## src/rtl/imem_arbiter_pkg.sv

```systemverilog
`default_nettype none
// +----------------------------------------------------------------------+
// | imem_pkg                                                              |
// | Shared types and defaults for the instruction-memory arbiter.         |
// | Rev 1.0                                                               |
// +----------------------------------------------------------------------+
package imem_pkg;

    localparam int IMEM_DEPTH = 16;

    typedef enum logic {
        ARB    = 1'b0,
        LOCKED = 1'b1
    } imem_arb_state_t;

    typedef enum logic {
        OWN_FETCH = 1'b0,
        OWN_LOAD  = 1'b1
    } imem_owner_t;

endpackage
`default_nettype wire

```

## src/rtl/imem_arbiter_if.sv

```systemverilog
`default_nettype none
// +----------------------------------------------------------------------+
// | imem_arbiter_if                                                       |
// | Fetch, loader and RAM-side signal bundle for imem_arbiter.            |
// | Rev 1.0                                                               |
// +----------------------------------------------------------------------+
interface imem_arbiter_if #(
    parameter int ADDR_W = 32,
    parameter int DEPTH  = 16
);
    localparam int IDX_W = $clog2(DEPTH);

    logic              fetch_req_valid;
    logic              fetch_req_ready;
    logic [ADDR_W-1:0] fetch_addr;
    logic              fetch_flush;
    logic              fetch_rsp_valid;
    logic [31:0]       fetch_rsp_data;
    logic              fetch_rsp_err;

    logic              load_req_valid;
    logic              load_req_ready;
    logic              load_we;
    logic              load_lock;
    logic [ADDR_W-1:0] load_addr;
    logic [31:0]       load_wdata;
    logic              load_rsp_valid;
    logic [31:0]       load_rsp_data;
    logic              load_rsp_err;

    logic              mem_en;
    logic              mem_we;
    logic [IDX_W-1:0]  mem_idx;
    logic [31:0]       mem_wdata;
    logic [31:0]       mem_rdata;

    // Arbiter side.
    modport slave (
        input  fetch_req_valid, fetch_addr, fetch_flush,
        input  load_req_valid, load_we, load_lock, load_addr, load_wdata,
        input  mem_rdata,
        output fetch_req_ready, fetch_rsp_valid, fetch_rsp_data, fetch_rsp_err,
        output load_req_ready, load_rsp_valid, load_rsp_data, load_rsp_err,
        output mem_en, mem_we, mem_idx, mem_wdata
    );

    // Requesters plus RAM side.
    modport master (
        output fetch_req_valid, fetch_addr, fetch_flush,
        output load_req_valid, load_we, load_lock, load_addr, load_wdata,
        output mem_rdata,
        input  fetch_req_ready, fetch_rsp_valid, fetch_rsp_data, fetch_rsp_err,
        input  load_req_ready, load_rsp_valid, load_rsp_data, load_rsp_err,
        input  mem_en, mem_we, mem_idx, mem_wdata
    );

endinterface
`default_nettype wire

```

## src/rtl/imem_arbiter_rr_pick.sv

```systemverilog
`default_nettype none
// +----------------------------------------------------------------------+
// | imem_rr_pick                                                          |
// | Two-way round-robin pick between fetch and loader requests.           |
// | Rev 1.0                                                               |
// +----------------------------------------------------------------------+
module imem_rr_pick
    import imem_pkg::*;
(
    input  wire logic  i_req_fetch,
    input  wire logic  i_req_load,
    input  imem_owner_t i_last_grant,
    output logic       o_grant_fetch,
    output logic       o_grant_load
);

    always_comb begin
        o_grant_fetch = 1'b0;
        o_grant_load  = 1'b0;
        if (i_req_fetch && i_req_load) begin
            // On a tie the side that did not win last time goes first.
            if (i_last_grant == OWN_FETCH) begin
                o_grant_load = 1'b1;
            end else begin
                o_grant_fetch = 1'b1;
            end
        end else begin
            o_grant_fetch = i_req_fetch;
            o_grant_load  = i_req_load;
        end
    end

endmodule
`default_nettype wire

```

## src/rtl/imem_arbiter.sv

```systemverilog
`default_nettype none
// +----------------------------------------------------------------------+
// | imem_arbiter                                                          |
// | Shares a single-port instruction RAM between fetch and the loader.    |
// | Rev 1.0                                                               |
// +----------------------------------------------------------------------+
module imem_arbiter
    import imem_pkg::*;
#(
    parameter int DEPTH  = IMEM_DEPTH,
    parameter int ADDR_W = 32
) (
    input  wire logic     clk,
    input  wire logic     reset,
    imem_arbiter_if.slave bus
);

    localparam int                c_IDX_W = $clog2(DEPTH);
    localparam logic [ADDR_W-1:0] c_DEPTH = ADDR_W'(DEPTH);

    imem_arb_state_t    r_state;
    imem_arb_state_t    w_state_nxt;
    imem_owner_t        r_last_grant;
    imem_owner_t        r_rsp_owner;
    logic               r_rsp_pending;
    logic               r_rsp_err;
    logic               r_rsp_we;

    logic               w_grant_fetch;
    logic               w_grant_load;
    logic               w_fetch_ready;
    logic               w_load_ready;
    logic               w_fetch_hs;
    logic               w_load_hs;
    logic               w_fetch_in_range;
    logic               w_load_in_range;

    logic               w_mem_en;
    logic               w_mem_we;
    logic [c_IDX_W-1:0] w_mem_idx;
    logic [31:0]        w_mem_wdata;
    logic               w_acc_err;

    logic               w_fetch_rsp;
    logic               w_load_rsp;
    logic [31:0]        w_rsp_data;

    assign w_fetch_in_range = (bus.fetch_addr >> 2) < c_DEPTH;
    assign w_load_in_range  = (bus.load_addr  >> 2) < c_DEPTH;

    imem_rr_pick u_pick (
        .i_req_fetch   (bus.fetch_req_valid),
        .i_req_load    (bus.load_req_valid),
        .i_last_grant  (r_last_grant),
        .o_grant_fetch (w_grant_fetch),
        .o_grant_load  (w_grant_load)
    );

    // State register.
    always_ff @(posedge clk or posedge reset) begin
        if (reset) begin
            r_state <= ARB;
        end else begin
            r_state <= w_state_nxt;
        end
    end

    // Next-state logic.
    always_comb begin
        w_state_nxt = r_state;
        case (r_state)
            ARB: begin
                if (w_load_hs && bus.load_lock) begin
                    w_state_nxt = LOCKED;
                end
            end
            LOCKED: begin
                if (!bus.load_lock) begin
                    w_state_nxt = ARB;
                end
            end
            default: w_state_nxt = ARB;
        endcase
    end

    // State outputs: ready strobes, held low throughout reset.
    always_comb begin
        w_fetch_ready = 1'b0;
        w_load_ready  = 1'b0;
        if (!reset) begin
            case (r_state)
                ARB: begin
                    w_fetch_ready = w_grant_fetch;
                    w_load_ready  = w_grant_load;
                end
                LOCKED: begin
                    w_load_ready  = 1'b1;
                end
                default: begin
                    w_fetch_ready = 1'b0;
                    w_load_ready  = 1'b0;
                end
            endcase
        end
    end

    assign w_fetch_hs = bus.fetch_req_valid && w_fetch_ready;
    assign w_load_hs  = bus.load_req_valid  && w_load_ready;

    // RAM strobes; out-of-range accesses are accepted but never reach the RAM.
    always_comb begin
        w_mem_en    = 1'b0;
        w_mem_we    = 1'b0;
        w_mem_idx   = '0;
        w_mem_wdata = '0;
        w_acc_err   = 1'b0;
        if (w_load_hs) begin
            w_mem_en    = w_load_in_range;
            w_mem_we    = w_load_in_range && bus.load_we;
            w_mem_idx   = bus.load_addr[c_IDX_W+1:2];
            w_mem_wdata = bus.load_wdata;
            w_acc_err   = !w_load_in_range;
        end else if (w_fetch_hs) begin
            w_mem_en    = w_fetch_in_range;
            w_mem_idx   = bus.fetch_addr[c_IDX_W+1:2];
            w_acc_err   = !w_fetch_in_range;
        end
    end

    assign bus.mem_en    = w_mem_en;
    assign bus.mem_we    = w_mem_we;
    assign bus.mem_idx   = w_mem_idx;
    assign bus.mem_wdata = w_mem_wdata;

    // Tracking of the single access in flight.
    always_ff @(posedge clk or posedge reset) begin
        if (reset) begin
            r_rsp_pending <= 1'b0;
            r_rsp_owner   <= OWN_FETCH;
            r_rsp_err     <= 1'b0;
            r_rsp_we      <= 1'b0;
            r_last_grant  <= OWN_FETCH;
        end else begin
            r_rsp_pending <= w_fetch_hs || w_load_hs;
            if (w_fetch_hs || w_load_hs) begin
                r_rsp_owner  <= w_load_hs ? OWN_LOAD : OWN_FETCH;
                r_last_grant <= w_load_hs ? OWN_LOAD : OWN_FETCH;
                r_rsp_err    <= w_acc_err;
                r_rsp_we     <= w_load_hs && bus.load_we;
            end
        end
    end

    assign w_fetch_rsp = r_rsp_pending && (r_rsp_owner == OWN_FETCH) && !bus.fetch_flush;
    assign w_load_rsp  = r_rsp_pending && (r_rsp_owner == OWN_LOAD);
    assign w_rsp_data  = (r_rsp_err || r_rsp_we) ? 32'h0 : bus.mem_rdata;

    assign bus.fetch_req_ready = w_fetch_ready;
    assign bus.fetch_rsp_valid = w_fetch_rsp;
    assign bus.fetch_rsp_data  = w_rsp_data;
    assign bus.fetch_rsp_err   = w_fetch_rsp && r_rsp_err;

    assign bus.load_req_ready  = w_load_ready;
    assign bus.load_rsp_valid  = w_load_rsp;
    assign bus.load_rsp_data   = w_rsp_data;
    assign bus.load_rsp_err    = w_load_rsp && r_rsp_err;

endmodule
`default_nettype wire

```

## src/flat_wrapper.sv

```systemverilog
// flat-port wrapper written by rule: the top's interface ports become plain ports
module imem_arbiter_flat import imem_pkg::*;
#(
    parameter int DEPTH  = IMEM_DEPTH,
    parameter int ADDR_W = 32
)
  (clk, reset, bus_fetch_req_valid, bus_fetch_addr, bus_fetch_flush, bus_load_req_valid, bus_load_we, bus_load_lock, bus_load_addr, bus_load_wdata, bus_mem_rdata, bus_fetch_req_ready, bus_fetch_rsp_valid, bus_fetch_rsp_data, bus_fetch_rsp_err, bus_load_req_ready, bus_load_rsp_valid, bus_load_rsp_data, bus_load_rsp_err, bus_mem_en, bus_mem_we, bus_mem_idx, bus_mem_wdata);
  imem_arbiter_if #(.ADDR_W(ADDR_W), .DEPTH(DEPTH)) bus_i ();
  input  wire logic clk;
  input  wire logic reset;
  input wire logic [$bits(bus_i.fetch_req_valid)-1:0] bus_fetch_req_valid;
  input wire logic [$bits(bus_i.fetch_addr)-1:0] bus_fetch_addr;
  input wire logic [$bits(bus_i.fetch_flush)-1:0] bus_fetch_flush;
  input wire logic [$bits(bus_i.load_req_valid)-1:0] bus_load_req_valid;
  input wire logic [$bits(bus_i.load_we)-1:0] bus_load_we;
  input wire logic [$bits(bus_i.load_lock)-1:0] bus_load_lock;
  input wire logic [$bits(bus_i.load_addr)-1:0] bus_load_addr;
  input wire logic [$bits(bus_i.load_wdata)-1:0] bus_load_wdata;
  input wire logic [$bits(bus_i.mem_rdata)-1:0] bus_mem_rdata;
  output wire logic [$bits(bus_i.fetch_req_ready)-1:0] bus_fetch_req_ready;
  output wire logic [$bits(bus_i.fetch_rsp_valid)-1:0] bus_fetch_rsp_valid;
  output wire logic [$bits(bus_i.fetch_rsp_data)-1:0] bus_fetch_rsp_data;
  output wire logic [$bits(bus_i.fetch_rsp_err)-1:0] bus_fetch_rsp_err;
  output wire logic [$bits(bus_i.load_req_ready)-1:0] bus_load_req_ready;
  output wire logic [$bits(bus_i.load_rsp_valid)-1:0] bus_load_rsp_valid;
  output wire logic [$bits(bus_i.load_rsp_data)-1:0] bus_load_rsp_data;
  output wire logic [$bits(bus_i.load_rsp_err)-1:0] bus_load_rsp_err;
  output wire logic [$bits(bus_i.mem_en)-1:0] bus_mem_en;
  output wire logic [$bits(bus_i.mem_we)-1:0] bus_mem_we;
  output wire logic [$bits(bus_i.mem_idx)-1:0] bus_mem_idx;
  output wire logic [$bits(bus_i.mem_wdata)-1:0] bus_mem_wdata;
  assign bus_i.fetch_req_valid = bus_fetch_req_valid;
  assign bus_i.fetch_addr = bus_fetch_addr;
  assign bus_i.fetch_flush = bus_fetch_flush;
  assign bus_i.load_req_valid = bus_load_req_valid;
  assign bus_i.load_we = bus_load_we;
  assign bus_i.load_lock = bus_load_lock;
  assign bus_i.load_addr = bus_load_addr;
  assign bus_i.load_wdata = bus_load_wdata;
  assign bus_i.mem_rdata = bus_mem_rdata;
  assign bus_fetch_req_ready = bus_i.fetch_req_ready;
  assign bus_fetch_rsp_valid = bus_i.fetch_rsp_valid;
  assign bus_fetch_rsp_data = bus_i.fetch_rsp_data;
  assign bus_fetch_rsp_err = bus_i.fetch_rsp_err;
  assign bus_load_req_ready = bus_i.load_req_ready;
  assign bus_load_rsp_valid = bus_i.load_rsp_valid;
  assign bus_load_rsp_data = bus_i.load_rsp_data;
  assign bus_load_rsp_err = bus_i.load_rsp_err;
  assign bus_mem_en = bus_i.mem_en;
  assign bus_mem_we = bus_i.mem_we;
  assign bus_mem_idx = bus_i.mem_idx;
  assign bus_mem_wdata = bus_i.mem_wdata;
  imem_arbiter #(.DEPTH(DEPTH), .ADDR_W(ADDR_W)) u_core (.clk(clk), .reset(reset), .bus(bus_i));
endmodule
```

## config.mk

```make
export PLATFORM = sky130hd
export DESIGN_NAME = imem_arbiter_flat
export DESIGN_NICKNAME = d
export VERILOG_FILES = /design/src/rtl/imem_arbiter_pkg.sv /design/src/rtl/imem_arbiter_if.sv /design/src/rtl/imem_arbiter_rr_pick.sv /design/src/rtl/imem_arbiter.sv /design/src/flat_wrapper.sv
export SDC_FILE = /design/constraint.sdc
export NUM_CORES = 1
export LEC_CHECK = 0
export ABC_AREA = 1
export BUFFER_PORTS_ARGS = -buffer_cell sky130_fd_sc_hd__buf_2
export CORE_AREA = 2 2 93 95
export CTS_CLUSTER_DIAMETER = 60
export CTS_CLUSTER_SIZE = 25
export DETAILED_ROUTE_END_ITERATION = 10
export DIE_AREA = 0 0 95 97
export HOLD_SLACK_MARGIN = 0.02
export PLACE_DENSITY = 0.58
export SLEW_MARGIN = 40
export SYNTH_ARGS = -nofsm -noshare
export SYNTH_HDL_FRONTEND = slang
export SYNTH_SLANG_ARGS = --single-unit
```

## constraint.sdc

```tcl
create_clock -name clk -period 1.75 [get_ports clk]
set_input_delay 0.175 -clock clk [delete_from_list [all_inputs] [get_ports clk]]
set_output_delay 0.175 -clock clk [all_outputs]
set_load 0.01 [all_outputs]
```

# Word-level counts from Yosys, hierarchy flattened
# Index checks and enable logic that the tools add are counted.
[totals]
regBits = 5
in_bits = 135
out_inout_bits = 108
wordCells = 46
[op_classes]
magnitude_cmp = 2
n_mux = 21
bitwise_logic = 2
reduce_logical = 16
[op_table]
columns = ["operator", "n"]
rows = [
  ["two-way mux 32 bit", 2],
  ["< comparator 30 x 5 -> 1 bit (second input constant)", 2],
  ["two-way mux 1 bit", 15],
  ["logical AND 1 bit", 11],
  ["two-way mux 4 bit", 2],
  ["case mux 1 bit (2 select lines)", 2],
  ["zero test 1 bit", 3],
  ["logical OR 1 bit", 2],
  ["inverter 1 bit", 2],
]

# Longest topological paths before layout
# Gate-level depths: netlist of the first run.
[logic_depth]
ltp_word = 8
depth_mapped = 7
depth_no_buf = 7

# Hierarchy
# A second synthesis of the first run with hierarchy kept.
[hier_totals]
cells_unflattened = 293
hier_area_um2 = 1396.3
[by_module_without_submodules]
columns = ["mod", "instances", "cells_each", "area_per_inst_um2", "seq_area_each_um2"]
rows = [
  ["imem_arbiter", 1, 288, 1375.1, 125.1],
  ["imem_rr_pick", 1, 5, 21.3, 0.0],
]

# Worst setup path before layout of the first run
# OpenSTA, ideal clock, no wires.
[synth_path]
path_kind = "flip-flop to output port"
start = "register u_core.r_rsp_err"
end = "output bus_load_rsp_data[0]"
t_arrival_ns = 1.062
required_ns = 1.575
slack_ns = 0.513
stages_incl_launch_ff = 6
n_path_buf = 2
path_cell_list = "dfrtp_1 inv_1 nand2_1 buf_2 nor2_1 buf_4"
[synth_via]
elab_chain_len = 2
[synth_rtl]
columns = ["item", "line_no", "source"]
rows = [
  ["start: declaration", "imem_arbiter.sv:26", "logic r_rsp_err;"],
  ["start signal: assignment", "imem_arbiter.sv:148", "r_rsp_err <= w_acc_err;"],
  ["logical OR 1 bit", "imem_arbiter.sv:156", "assign w_rsp_data = (r_rsp_err || r_rsp_we) ? 32'h0 : bus.mem_rdata;"],
  ["two-way mux 32 bit", "imem_arbiter.sv:156", ""],
  ["end: declaration", "flat_wrapper.sv:26", "output wire logic [$bits(bus_i.load_rsp_data)-1:0] bus_load_rsp_data;"],
]
# Every way passes these cells.

==> metrics.txt, run 1 <==
outcome complete, no violations; CTS clk-pin slew, worst paths 30 ps; Hold Crit Depth 2; Worst Path Max Fanout 37; CP top delay family flip-flops; # diodes 0; setup slack after layout 148 ps; vias in the first global route 1910; ys flop type dfrtp_1; Syn Nets 416; vias per cell 3.67; clk sinks 5; Maximum Capacitance Violations 0; area of the multi-input gates 751 µm²; port bufs 238; Crit path largest cell delay 430 ps; Slowest-stage cell, CP dfrtp_2; Total Power 1300 µW; number of top-level pins 243; fraction of registers with async set/reset 100%; crit path time final 1600 ps; HP Class in -> reg; Final Skew 0.210 ps; Synth warnings 0; CP Data Required Time 1570 ps; most frequent CP cell nand3_2; Remaining Overflow, GRT 0; WL per Instance 9.22 µm; initial antenna violation count 0; sequential fraction of the synthesis area 8.50%; Worst R2R Setup Slack 500 ps; RePlAce Congestion 0.667; # DRC 0; pwr dens 507 nW/µm²; Pins Over Slew Limit 0; synthesized area 1470 µm²; largest net degree at the start of global routing 38; capturing element type of the critical path primary output; synth unique cells 21; post-route antenna net violation count 0; Post-Place Cells 587; Slew headroom 79.6%; Routed WL 5.47 mm; Final Cycle Share 91.5%; Post-Syn Area per Cell 5.24 µm²; worst reg2reg path depth 7; Synth Register Bits 5; Hold Vio Cnt, Final 0; Post-DP HPWL 5.01 mm; Non-Filler Instances 593; Max Root-Sink Buffers 2; most common cell after layout, fill and taps aside buf_2; worst slew pin tran 306 ps; WS Path Type reg -> out; First-pass DRT Iterations 4; Arr. time, crit path 1430 ps; share of cells above drive strength 1 57.8%; die outline width 95 µm; die span in y 97 µm; Crit path buffers/inverters 3; Overall Global Routing Usage 10.7%; Peak Freq 624 MHz; most frequent cells in the layout buf_2, nor2_1, inv_1, nand2_1, nor2_2; critical path startpoint category flip-flop; # setup viols final 0; RSZ-0062 raised after global routing false; area of the die 9220 µm²; Lkg Pwr 0.00189 µW; Final TNS setup 0 ps; FILL cells 955; worst vdd ir 0.307 mV; cell-by-cell trace of the critical path inv_1 -> nand2_2 -> nand3_2 -> nand3_2 -> buf_12 -> nor2_1 -> buf_2; Post-synth EDFFs 0; CTS Buf Count 3; area delta synth->final 74.9%; Register Area 126 µm²; Syn Inst Count 281; global-route wire length before repair 8.13 mm; Initial Utilization 18.1%; Setup WS pre-CTS 257 ps; root buf cell clkbuf_8; H-tree depth 1; drt first-iter violations 25; final net count 624; Vias 2175; Worst-Skew Late Latency 210 ps; TritonCTS clock tree done; core footprint 8130 µm²; WP depth 7; Cell Rows 33
[what timing repair did]
item / in CTS / in global routing
gates resized for setup: 0 / 2
hold buffers: 1 / 0
hold endpoints to repair: 5 / 0
setup endpoints to repair: 0 / 4
buffers inserted: 0 / 1
[final cells by class]
| type | count | area share [%] |
|---|---|---|
| Clock buffer | 4 | 1.75 |
| Inverter | 76 | 11.1 |
| Multi-Input combinational cell | 161 | 29.2 |
| Sequential cell | 5 | 4.91 |
| Tap cell | 105 | 5.10 |
| Timing Repair Buffer | 242 | 48.0 |
[logic make-up after synthesis]
kind of cell / count (synthesis) / synth area share [%]
and+or+nand+nor: 158 / 49.3
buffers and inverters: 115 / 40.5
AOI/OAI and AO/OA: 3 / 1.70
DFF: 5 / 8.50
[state kept, by name (all words and copies together), names as in the netlist]
signal / flops
u_core.r_rsp_err: 1
u_core.r_rsp_owner: 1
u_core.r_rsp_pending: 1
u_core.r_rsp_we: 1
u_core.r_state: 1
[stage by stage]
stage | hold WS [ps] | util (%) | area (µm²)
floorplan | -13.9 | - | 1470
global placement | 133 | 30.9 | 2510
detailed placement | 137 | 30.9 | 2510
CTS | 207 | 31.5 | 2570
global route | 208 | 31.7 | 2570
finish | 208 | 31.7 | 2570
[worst paths after layout]
path,endpoint,startpoint
worst max register to register,u_core.r_rsp_err$_DFFE_PP0P_,u_core.r_rsp_owner$_DFFE_PP0P_
max in group asynchronous,u_core.r_rsp_owner$_DFFE_PP0P_,reset
worst max-delay path,bus_mem_wdata[31],u_core.r_rsp_owner$_DFFE_PP0P_
worst min register to register,u_core.r_rsp_we$_DFFE_PP0P_,u_core.r_rsp_we$_DFFE_PP0P_
min in group asynchronous,u_core.r_state$_DFF_PP0_,reset
worst min-delay path,u_core.r_state$_DFF_PP0_,bus_load_lock
[per-layer routing]
metal	track usage (%)	part of all wire [%]	up-vias
met5	0	0	-
met4	1.78	0.53	0
met3	1.48	9.9	4
met2	22.0	53	132
met1	11.0	37	872
li1	-	-	1167
[Yosys cell counts, types with 2 or more instances]
library cell | number | area, µm²
buf_2 | 3 | 15.0
buf_4 | 32 | 240
buf_8 | 3 | 45.0
dfrtp_1 | 5 | 125
inv_1 | 75 | 282
nand2_1 | 30 | 113
nand2_2 | 2 | 12.5
nand3_1 | 8 | 40.0
nand3_2 | 2 | 20.0
nand4_1 | 3 | 18.8
nor2_1 | 80 | 300
nor2_2 | 27 | 169
nor2_4 | 3 | 33.8
[power by group]
part | total, µW | internal [µW] | switching, µW
clock network | 208 | 156 | 52.3
logic | 939 | 396 | 543
registers | 157 | 139 | 17.8
No activity file was read; power rests on OpenSTA's default activity.
==> inputs of run 2 (changes only) <==
--- a/config.mk
+++ b/config.mk
@@ -6,14 +6,14 @@
 export NUM_CORES = 1
 export LEC_CHECK = 0
 export ABC_AREA = 1
-export BUFFER_PORTS_ARGS = -buffer_cell sky130_fd_sc_hd__buf_2
-export CORE_AREA = 2 2 93 95
+export CORE_AREA = 2 2 94 96
 export CTS_CLUSTER_DIAMETER = 60
 export CTS_CLUSTER_SIZE = 25
 export DETAILED_ROUTE_END_ITERATION = 10
-export DIE_AREA = 0 0 95 97
+export DIE_AREA = 0 0 96 98
+export DONT_BUFFER_PORTS = 1
 export HOLD_SLACK_MARGIN = 0.02
-export PLACE_DENSITY = 0.58
+export PLACE_DENSITY = 0.32
 export SLEW_MARGIN = 40
 export SYNTH_ARGS = -nofsm -noshare
 export SYNTH_HDL_FRONTEND = slang
==> run 2 against run 1 <==
  * Non-clock buffer count fell by 183
  * Largest cell class is now multi-input combinational cells
  * Count of clock-buffer cells in the layout is 1 lower
  * Die area increased by 2.1%
  * Cell area is 29% lower
  * Global-route usage shrank 2.2 points
  * Critical path depth unchanged
  * Register-to-register slack improved by 20 ps
  * Routed wire length down 19%
  * Core utilization down 10 points
  * Clock skew rose by 5.1 ps
  * Flip-flop and latch count unchanged
  * Critical endpoint is now bus_mem_wdata[27]
==> metrics.txt, run 2 (same netlist as run 1, synthesis figures left out) <==
outcome complete, no violations; Vias 1586; Lkg Pwr 0.00112 µW; Gate power share 68.3%; crit path time final 1590 ps; # setup viols final 0; final net count 441; FILL cells 994; Slowest-stage cell, CP dfrtp_1; largest net degree at the start of global routing 34; area of the die 9410 µm²; First-pass DRT Iterations 4; # diodes 0; TritonCTS clock tree done; Remaining Overflow, GRT 0; Internal 585 µW; Post-DP HPWL 3.96 mm; Pins Over Slew Limit 0; # DRC 0; most common cell after layout, fill and taps aside nor2_1; Hold Vio Cnt, Final 0; Setup WS pre-CTS 136 ps; Maximum Capacitance Violations 0; Register Area 125 µm²; Routed WL 4.44 mm; RePlAce Congestion 0.694; clk sinks 5; Arr. time, crit path 1410 ps; global-route wire length before repair 6.36 mm; core footprint 8470 µm²; cell-by-cell trace of the critical path inv_1 -> nand2_2 -> nand3_2 -> nand3_4 -> clkbuf_16 -> nor2_2 -> buf_4; CTS clk-pin slew, worst paths 40 ps; root buf cell clkbuf_8; Reg power frac 13.1%; Worst-Skew Late Latency 220 ps; post-route antenna net violation count 0; Crit path buffers/inverters 3; area of the multi-input gates 761 µm²; CP Data Required Time 1570 ps; initial antenna violation count 0; critical path startpoint category flip-flop; Initial Utilization 17.4%; CTS Buf Count 3; Clock Power Share 18.7%; worst vdd ir 0.168 mV; pwr dens 624 nW/µm²; CP top delay family buffers and inverters; NetSw 555 µW; worst slew pin tran 373 ps; vias per cell 3.84; WL per Instance 10.7 µm; WS Path Type reg -> out; Slew headroom 75.0%; hold_ws 106 ps; Peak Freq 630 MHz; die outline width 96 µm; Sw Share 48.7%; Final Cycle Share 90.7%; Final Skew 5.26 ps; postcts setup bufs 0; capturing element type of the critical path primary output; Cell Rows 34; port bufs 0; setup slack after layout 162 ps; most frequent cells in the layout nor2_1, inv_1, buf_4, nand2_1, nor2_2; RSZ-0062 raised after global routing false; Final TNS setup 0 ps; die span in y 98 µm; Worst Path Max Fanout 16; area delta synth->final 24.1%; HP Class in -> reg; vias in the first global route 1401; Crit path largest cell delay 370 ps; number of top-level pins 243; share of cells above drive strength 1 32.8%; drt first-iter violations 28; H-tree depth 1; Overall Global Routing Usage 8.48%; Max Root-Sink Buffers 2
run 2: cell types whose count changed in the layout (fill, tap and decap cells not counted):
cell and change:
clkbuf_1 -1, nand3_4 +1, dfrtp_1 +1, clkinv_2 +1, nor2_2 +1, buf_4 +54, nor2_1 -1, clkbuf_16 +1
dfrtp_2 -1, nand3_2 -1, buf_2 -238
run 2: final cells by class:
type                            instances  area share, %
Timing Repair Buffer                   59           26.0
Inverter                               76           15.6
Clock buffer                            3           2.26
Clock inverter                          1          0.274
Tap cell                              108           7.39
Sequential cell                         5           6.84
Multi-Input combinational cell        161           41.6
run 2: worst paths after layout:
| path | start | to | slack, ps | depth (start not counted) |
|---|---|---|---|---|
| min reg2reg | u_core.r_rsp_we$_DFFE_PP0P_ | u_core.r_rsp_we$_DFFE_PP0P_ | 510 | 2 |
| max in group asynchronous | reset | u_core.r_state$_DFF_PP0_ | 1170 | 3 |
| max | u_core.r_rsp_owner$_DFFE_PP0P_ | bus_mem_wdata[27] | 160 | 7 |
| min in group asynchronous | reset | u_core.r_rsp_owner$_DFFE_PP0P_ | 460 | 3 |
| min | bus_load_lock | u_core.r_state$_DFF_PP0_ | 110 | 1 |
| max reg2reg | u_core.r_rsp_owner$_DFFE_PP0P_ | u_core.r_state$_DFF_PP0_ | 520 | 6 |
run 2: routing by layer:
layer | GRT usage (%) | wire length [µm]
met5 | 0 | 0
met4 | 2.42 | 21
met3 | 0.463 | 344
met2 | 17.9 | 2490
met1 | 8.39 | 1580
run 2: what timing repair did:
action	4_1_cts	5_1_grt
hold buffers	1	0
setup endpoints to repair	20	21
gates cloned	0	1
hold endpoints to repair	5	0
resized for setup	2	5
run 2: stage by stage:
| stage | area (µm²) | cells | utilization [%] | power [µW] |
|---|---|---|---|---|
| after detailed placement | 1720 | 407 | 20.4 | 928 |
| after CTS | 1780 | 412 | 21.1 | 1150 |
| final | 1830 | 413 | 21.6 | 1140 |
| after global routing | 1830 | 413 | 21.6 | 1270 |
| after floorplan | 1470 | 281 | - | 801 |
| after global placement | 1720 | 407 | 20.4 | 924 |
run 2: power by group through the flow:
stage / logic, µW / clock network, µW / registers, µW
CTS: 783 / 219 / 150
floorplan: 652 / 0 / 149
global route: 889 / 230 / 153
detailed placement: 777 / 0 / 151
global placement: 773 / 0 / 150
finish: 778 / 213 / 149
==> inputs of run 3 (changes only) <==
--- a/config.mk
+++ b/config.mk
@@ -6,14 +6,15 @@
 export NUM_CORES = 1
 export LEC_CHECK = 0
 export ABC_AREA = 1
-export CORE_AREA = 2 2 94 96
+export CORE_AREA = 4 4 91 93
 export CTS_CLUSTER_DIAMETER = 60
 export CTS_CLUSTER_SIZE = 25
 export DETAILED_ROUTE_END_ITERATION = 10
-export DIE_AREA = 0 0 96 98
+export DIE_AREA = 0 0 95 97
 export DONT_BUFFER_PORTS = 1
 export HOLD_SLACK_MARGIN = 0.02
-export PLACE_DENSITY = 0.32
+export PLACE_DENSITY = 0.35
+export RECOVER_POWER = 25
 export SLEW_MARGIN = 40
 export SYNTH_ARGS = -nofsm -noshare
 export SYNTH_HDL_FRONTEND = slang
==> run 3 against run 2 <==
  * Core utilization increased by 2.8 points
  * Power decreased by 0.42%
  * Cell area increased by 0.27%
  * Via count decreased by 0.19%
  * First-iteration DRC count increased by 32%
  * Non-clock buffer count increased by 5
  * Clock power increased by 4%
  * Flip-flop and latch count unchanged
  * Combinational power decreased by 2%
==> metrics.txt, run 3 (same netlist as run 1, synthesis figures left out) <==
Hold Vio Cnt, Final 0; worst reg2reg path depth 6; Worst R2R Setup Slack 420 ps; Arr. time, crit path 1470 ps; Worst Setup SP u_core.r_rsp_owner$_DFFE_PP0P_; Maximum Capacitance Violations 0; WS Path Type reg -> out; Worst Path Max Fanout 16; Routed WL 4.99 mm; RePlAce Congestion 0.696; HP Class in -> reg; Vias 1583; CP Data Required Time 1570 ps; Worst-Skew Late Latency 230 ps; Final TNS setup 0 ps; Final Skew 7.45 ps; largest net degree at the start of global routing 34; area delta synth->final 24.5%; Remaining Overflow, GRT 0; WL per Instance 12.1 µm; worst slew pin tran 416 ps; CTS Buf Count 3; die outline width 95 µm; critical path startpoint category flip-flop; placed instance area 1740 µm²; Max Root-Sink Buffers 2; worst r2r src u_core.r_rsp_owner$_DFFE_PP0P_; root buf cell clkbuf_8; crit path time final 1650 ps; # setup viols final 0; First-pass DRT Iterations 4; vias in the first global route 1484; RSZ-0062 raised after global routing false; core footprint 7530 µm²; Cell Rows 32; capturing element type of the critical path primary output; Final Cycle Share 94.3%; vias per cell 3.84; drt first-iter violations 37; RR Endpoint u_core.r_state$_DFF_PP0_; Slew headroom 72.0%; final net count 446; pwr dens 619 nW/µm²; clk sinks 5; outcome complete, no violations; fin area 1830 µm²; area of the die 9220 µm²; TritonCTS clock tree done; port bufs 0; most frequent cells in the layout nor2_1, inv_1, buf_4, nand2_1, nor2_2; Initial Utilization 19.6%; post-route antenna net violation count 0; global-route wire length before repair 7.16 mm; worst vdd ir 0.173 mV; Post-DP HPWL 4.35 mm; die span in y 97 µm; share of cells above drive strength 1 32.9%; # diodes 0; most common cell after layout, fill and taps aside nor2_1; CTS clk-pin slew, worst paths 40 ps; Pins Over Slew Limit 0; initial antenna violation count 0; number of top-level pins 243; # DRC 0; Lkg Pwr 0.00113 µW; crit path to bus_mem_wdata[20]; Overall Global Routing Usage 9.67%; Peak Freq 606 MHz; H-tree depth 1
==> run 3: changes by cell type in the layout (fill, tap and decap cells not counted), sizes merged <==
| cell | before | now |
|---|---|---|
| buf | 57 | 52 |
| clkbuf | 4 | 14 |
==> run 3: worst min-delay path by stage <==
stage             startpoint                           end  slack (ps)  cells past startpoint
2_1_floorplan          reset  u_core.r_rsp_err$_DFFE_PP0P_         -10                      1
3_3_place_gp           reset      u_core.r_state$_DFF_PP0_          30                      1
3_5_place_dp           reset      u_core.r_state$_DFF_PP0_          30                      1
4_1_cts        bus_load_lock      u_core.r_state$_DFF_PP0_         110                      1
5_1_grt        bus_load_lock      u_core.r_state$_DFF_PP0_         110                      1
6_report       bus_load_lock      u_core.r_state$_DFF_PP0_         110                      1
==> run 3: where the power goes <==
part	switching, µW	leakage, µW	internal [µW]
Sequential	15.4	0.0000624	138
Clock	67.2	0.0000255	154
Combinational	484	0.00105	276
Total	567	0.00113	568
==> run 3: worst max-delay path: stages, from the launching register on <==
cell and delay [ps]:
dfrtp_1 420, inv_1 90, nand2_1 70, nand3_2 90, nand3_4 140, clkbuf_16 230, nor2_2 90, buf_4 120
==> run 3: layout make-up <==
class / count / area, µm²
fill: 877 / 5690
multi-input combinational: 161 / 758
timing repair buffer: 64 / 488
inverter: 76 / 288
tap: 102 / 128
sequential: 5 / 125
clock buffer: 3 / 41.3
clock inverter: 1 / 5.00
==> run 3: repair_timing <==
item                                   4_1_cts  5_1_grt
gates resized for setup                      2        2
setup endpoints to repair                    1       27
pin swaps                                    0        2
hold buffers                                 1        0
buffers inserted                             0        3
endpoints found under the hold margin        5        0
cloned                                       0        1
==> run 3: routing by layer <==
metal	part of all wire [%]	routed length, µm	GRT usage [%]	vias up
li1	-	-	-	814
met1	34	1680	10.1	636
met2	55	2740	18.8	123
met3	10	500	1.40	10
met4	1.4	71	3.66	0
met5	0	0	0	-
==> run 3: stage by stage <==
| step | total power [µW] | hold slack [ps] | util, % | cells | worst slack [ps] |
|---|---|---|---|---|---|
| after floorplan | 801 | -13.9 | - | 281 | 513 |
| after global placement | 922 | 27.2 | 23.2 | 403 | 185 |
| after detailed placement | 929 | 33.0 | 23.2 | 403 | 185 |
| after CTS | 1160 | 107 | 24.0 | 408 | 22.0 |
| after global routing | 1250 | 113 | 24.4 | 412 | 5.09 |
| final | 1140 | 115 | 24.4 | 412 | 100 |
